**config.mk**
```make
export PLATFORM = sky130hd
export DESIGN_NAME = adc_capture_ctrl
export DESIGN_NICKNAME = d
export VERILOG_FILES = /design/src/rtl/adc_capture_ctrl.sv
export SDC_FILE = /design/constraint.sdc
export NUM_CORES = 1
export LEC_CHECK = 0
export BUFFER_PORTS_ARGS = -buffer_cell sky130_fd_sc_hd__buf_2
export CORE_UTILIZATION = 46
export DETAILED_ROUTE_END_ITERATION = 16
export HOLD_SLACK_MARGIN = 0.15
export PLACE_DENSITY = 0.85
export SETUP_SLACK_MARGIN = 0.15
export SLEW_MARGIN = 20
export SYNTH_ARGS = -nofsm -noshare
export SYNTH_HDL_FRONTEND = slang
export SYNTH_SLANG_ARGS = --single-unit
```
**constraint.sdc**
```tcl
create_clock -name CLK -period 2.1 [get_ports CLK]
set_input_delay 0.42 -clock CLK [delete_from_list [all_inputs] [get_ports CLK]]
set_output_delay 0.42 -clock CLK [all_outputs]
set_load 0.005 [all_outputs]
```
**src/rtl/adc_capture_ctrl.sv**
```systemverilog
// Writes the 120-bit merged ADC stream into a circular trace BRAM and freezes one
// pre/post-trigger event for readout, handing it over with a READY/ACK handshake.
module adc_capture_ctrl #(
  parameter int ADDR_WIDTH = 11,
  parameter int PRE_TRIG   = 512,
  parameter int POST_TRIG  = 1535
) (
  input  logic                  CLK,
  input  logic                  RST,
  input  logic                  ENABLE,
  input  logic                  TRIGGER,
  input  logic                  ACK,
  input  logic [119:0]          ADC_IN,
  output logic                  WR_EN,
  output logic [ADDR_WIDTH-1:0] WR_ADDR,
  output logic [119:0]          WR_DATA,
  output logic                  READY,
  output logic [ADDR_WIDTH-1:0] START_ADDR,
  output logic [ADDR_WIDTH-1:0] TRIG_ADDR,
  output logic                  BUSY,
  output logic [15:0]           MISSED
);

  localparam int CW = ADDR_WIDTH + 1;
  localparam logic [CW-1:0] PRE_N  = CW'(PRE_TRIG);
  localparam logic [CW-1:0] POST_N = CW'(POST_TRIG);

  if (PRE_TRIG + 1 + POST_TRIG > (1 << ADDR_WIDTH)) begin : g_size_check
    $error("adc_capture_ctrl: event does not fit in the buffer");
  end

  typedef enum logic [2:0] {
    S_IDLE,
    S_FILL,
    S_ARMED,
    S_POST,
    S_HOLD
  } state_t;

  state_t                r_state;
  state_t                w_next;
  logic                  r_wr_en;
  logic [ADDR_WIDTH-1:0] r_wr_addr;
  logic [119:0]          r_wr_data;
  logic [ADDR_WIDTH-1:0] r_start_addr;
  logic [ADDR_WIDTH-1:0] r_trig_addr;
  logic [15:0]           r_missed;
  logic [CW-1:0]         r_pre_cnt;
  logic [CW-1:0]         r_post_cnt;
  logic                  w_wr_en_nxt;
  logic                  w_trig_acc;
  logic                  w_miss;
  logic [ADDR_WIDTH-1:0] w_addr_nxt;

  // Address of the sample captured at this edge: one past the last written word.
  assign w_addr_nxt = r_wr_addr + {{(ADDR_WIDTH-1){1'b0}}, r_wr_en};

  always_comb begin
    w_next     = r_state;
    w_trig_acc = 1'b0;
    w_miss     = 1'b0;
    case (r_state)
      S_IDLE: begin
        if (ENABLE) w_next = (PRE_TRIG == 0) ? S_ARMED : S_FILL;
      end
      S_FILL: begin
        w_miss = TRIGGER;
        if (!ENABLE)                           w_next = S_IDLE;
        else if ((r_pre_cnt + CW'(1)) >= PRE_N) w_next = S_ARMED;
      end
      S_ARMED: begin
        // A trigger coinciding with ENABLE falling still completes the event.
        if (TRIGGER) begin
          w_trig_acc = 1'b1;
          w_next     = S_POST;
        end else if (!ENABLE) begin
          w_next = S_IDLE;
        end
      end
      S_POST: begin
        w_miss = TRIGGER;
        if (r_post_cnt >= POST_N) w_next = S_HOLD;
      end
      S_HOLD: begin
        w_miss = TRIGGER;
        if (ACK) begin
          if (!ENABLE)            w_next = S_IDLE;
          else if (PRE_TRIG == 0) w_next = S_ARMED;
          else                    w_next = S_FILL;
        end
      end
      default: w_next = S_IDLE;
    endcase
    w_wr_en_nxt = (w_next == S_FILL) || (w_next == S_ARMED) || (w_next == S_POST);
  end

  always_ff @(posedge CLK) begin
    if (RST) begin
      r_state      <= S_IDLE;
      r_wr_en      <= 1'b0;
      r_wr_addr    <= '0;
      r_wr_data    <= '0;
      r_start_addr <= '0;
      r_trig_addr  <= '0;
      r_missed     <= '0;
      r_pre_cnt    <= '0;
      r_post_cnt   <= '0;
    end else begin
      r_state    <= w_next;
      r_wr_en    <= w_wr_en_nxt;
      r_wr_addr  <= w_addr_nxt;
      r_wr_data  <= ADC_IN;
      r_pre_cnt  <= (r_state == S_FILL) ? r_pre_cnt + CW'(1) : '0;
      r_post_cnt <= (r_state == S_POST) ? r_post_cnt + CW'(1) : '0;
      if (w_trig_acc) begin
        r_trig_addr  <= w_addr_nxt;
        r_start_addr <= w_addr_nxt - ADDR_WIDTH'(PRE_TRIG);
      end
      if (w_miss && (r_missed != 16'hFFFF)) r_missed <= r_missed + 16'd1;
    end
  end

  assign WR_EN      = r_wr_en;
  assign WR_ADDR    = r_wr_addr;
  assign WR_DATA    = r_wr_data;
  assign READY      = (r_state == S_HOLD);
  assign BUSY       = (r_state != S_IDLE);
  assign START_ADDR = r_start_addr;
  assign TRIG_ADDR  = r_trig_addr;
  assign MISSED     = r_missed;

endmodule
```
==> impl_results.md <==
- Status: complete, no violations
- Clk slew on worst S/H paths: 80 ps
- ANT nets after route: 0
- Net Sw Frac: 23.5%
- Avg WL per Cell: 14.2 µm
- Main area contributors after synthesis: dfxtp_1, nor2b_1, nor2_1
- Power per cell area: 872 nW/µm²
- Worst Tran Pin Value: 652 ps
- Critical path peak fanout: 8
- Number of vias per cell: 4.71
- Num CTS Buffers: 17
- Count leader, synth: dfxtp_1
- Clock sinks: 188
- Crit-path cells: or3_1, buf_2
- Max Slew Vio Count: 0
- Syn avg cell area: 10.7 µm²
- Worst Path Arrival: 1420 ps
- Via count: 4999
- Yosys top cell area share: 59.9%
- Sum Neg Setup Slack: 0 ps
- Slew HR: 56.5%
- Post-synth EDFFs: 0
- Mapped cell area: 6290 µm²
- Layout Utilization: 63.6%
- Largest net degree at the start of global routing: 151
- Core area: 13300 µm²
- Worst min path class: input pin to flip-flop
- Syn. warnings: 0
- Max Clk Rate: 0.543 GHz
- Worst Clk Skew: 4.32 ps
- Initial core utilization: 47.3%
- Share of flip-flops with an asynchronous set or reset: 0%
- Final setup fails: 0
- H-tree levels: 4
- P_sw: 1.73 mW
- Dpl hpwl: 11200 µm
- Endpoint type of the worst setup path: output pin
- Worst skew pair latency: 420 ps
- Seq pwr share: 50.6%
- CTS tree: done
- Area leader, netlist: dfxtp_1
- Int Pwr: 5.64 mW
- Final total power: 7.37 mW
- Crit path time final: 1840 ps
- Min setup slack post-route: 259 ps
- Leakage: 3.88 nW
- Crit Path Category: flip-flop to output pin
- Port Buffers: 296
- Clock tree buffer depth: 2
- Required @ worst endpoint: 1680 ps
- CP startpoint kind: flip-flop
- Area growth from synthesis to layout: 34.5%
- Layout cells sized above 1: 38.6%
- Final WL: 15000 µm
- Final Cycle Share: 87.7%
- Syn Inst Count: 590
- Clock root buffer: clkbuf_16
- Placed Cells: 1029
- TritonRoute pass-1 iters: 5
- Comb pwr share: 6.0%
- Die span in x: 119 µm
- Num rows: 42
- DRC violations left: 0
- Vias in the first global route: 4643
- Postcts setup bufs: 0
- Syn_nets: 720
- RSZ-0062 raised after global routing: yes
- Final Hold Vio Count: 0
- Total GRT Usage: 21.6%
- Worst path max stage delay: 440 ps
- Main flop type after synthesis: dfxtp_1
- First-pass GRT wire length: 23500 µm
- Slowest cell on the critical path: or3_1
- Routability Congestion: 0.778
- I/O Pins: 297
- DR iter-0 viols: 231
- Die area: 14100 µm²
- Netlist cell types: 44
- Initial antenna violation count: 4
- Non-filler cells, final: 1062
- Max Cap Viol: 0
- Seq/Total Area, Yosys: 59.9%
- Die H: 119 µm
- Dpl ws: 282 ps
- Synth cell count leaders: dfxtp_1, nor2b_1, nor2_1
- Nets: 1002
- Synthesis-stage register bit count: 188
- Maximum vdd drop: 0.000593 V
- Clock Power Share: 43.4%
- GR Overflow Total: 0
power groups by stage:
stage | Sequential (mW) | Clock, mW | Combinational, mW
floorplan | 3.83 | 0 | 0.147
global placement | 3.81 | 0 | 0.438
detailed placement | 3.82 | 0 | 0.446
CTS | 3.73 | 3.26 | 0.449
global route | 3.74 | 3.42 | 0.486
finish | 3.73 | 3.20 | 0.444
metal layers:
| layer | up-vias | track usage [%] | part of all wire, % |
|---|---|---|---|
| li1 | 2501 | - | - |
| met1 | 2234 | 22.7 | 38 |
| met2 | 233 | 38.1 | 51 |
| met3 | 27 | 8.76 | 9.0 |
| met4 | 4 | 9.02 | 2.0 |
| met5 | - | 0 | 0.18 |
cell type report:
class,count,area [µm²]
Fill cell,1053,4840
Sequential cell,188,3760
Multi-Input combinational cell,359,2320
Timing Repair Buffer,299,1520
Clock buffer,17,425
Tap cell,176,220
Clock inverter,15,173
Inverter,7,26.3
Antenna cell,1,2.50
kinds of logic (layout without fill, tap and decap cells):
| group | count (synthesis) | in the layout | share of synthesized area [%] |
|---|---|---|---|
| XOR/XNOR | 39 | 39 | 5.43 |
| multiplexers | 5 | 5 | 0.796 |
| AND/OR/NAND/NOR | 263 | 263 | 23.8 |
| adder cells (fa/ha/maj) | 5 | 5 | 0.995 |
| buffers and inverters | 43 | 338 | 3.26 |
| other | 0 | 1 | 0 |
| flip-flops | 188 | 188 | 59.9 |
| AO/OA/AOI/OAI | 47 | 47 | 5.81 |
sequential cells by signal, summed over array words and instances, names as in the netlist:
signal / cells
WR_DATA: 120
WR_ADDR: 11
START_ADDR: 11
r_pre_cnt: 12
MISSED: 16
WR_EN: 1
TRIG_ADDR: 2
r_post_cnt: 12
r_state: 3
critical path: cells and delay by family, from the launching register on:
family / cells / cell delay (ps)
AND/OR/NAND/NOR: 1 / 440
flip-flops: 1 / 400
buffers and inverters: 1 / 150
per-stage QoR:
stage	area, µm²	hold slack, ps
after floorplan	6290	430
after global placement	7850	445
after detailed placement	7850	456
after CTS	8440	178
after global routing	8450	182
final	8450	193
worst paths after layout:
path,startpoint,end,slack [ps],cells past startpoint
max,r_state[0],BUSY,260,2
min,ADC_IN[63],WR_DATA[63],190,2
max reg2reg,WR_EN,START_ADDR[10],270,7
min reg2reg,r_post_cnt[0],r_post_cnt[0],470,1
repair_timing:
action,in CTS,in global routing
hold buffers,0,0
gates resized for setup,0,2
endpoints found under the setup margin,0,8
placed cells by master, fill, tap and decap left out, types with 2 or more instances in the layout:
master,n
a211oi_1,16
a21o_1,3
a21oi_1,8
a31oi_1,3
and2_1,4
and3_1,2
and4_1,6
buf_2,295
buf_4,3
clkbuf_16,17
clkinv_4,5
dfxtp_1,187
ha_1,5
inv_1,7
inv_6,3
inv_8,5
mux2i_1,5
nand2_1,13
nand2b_1,5
nand3_1,17
nand3b_1,3
nand4_1,10
nor2_1,59
nor2b_1,123
nor3_1,6
o21ai_0,7
or3_1,7
xnor2_1,19
xor2_1,20
Note: power is estimated with default switching activity, not from simulation.
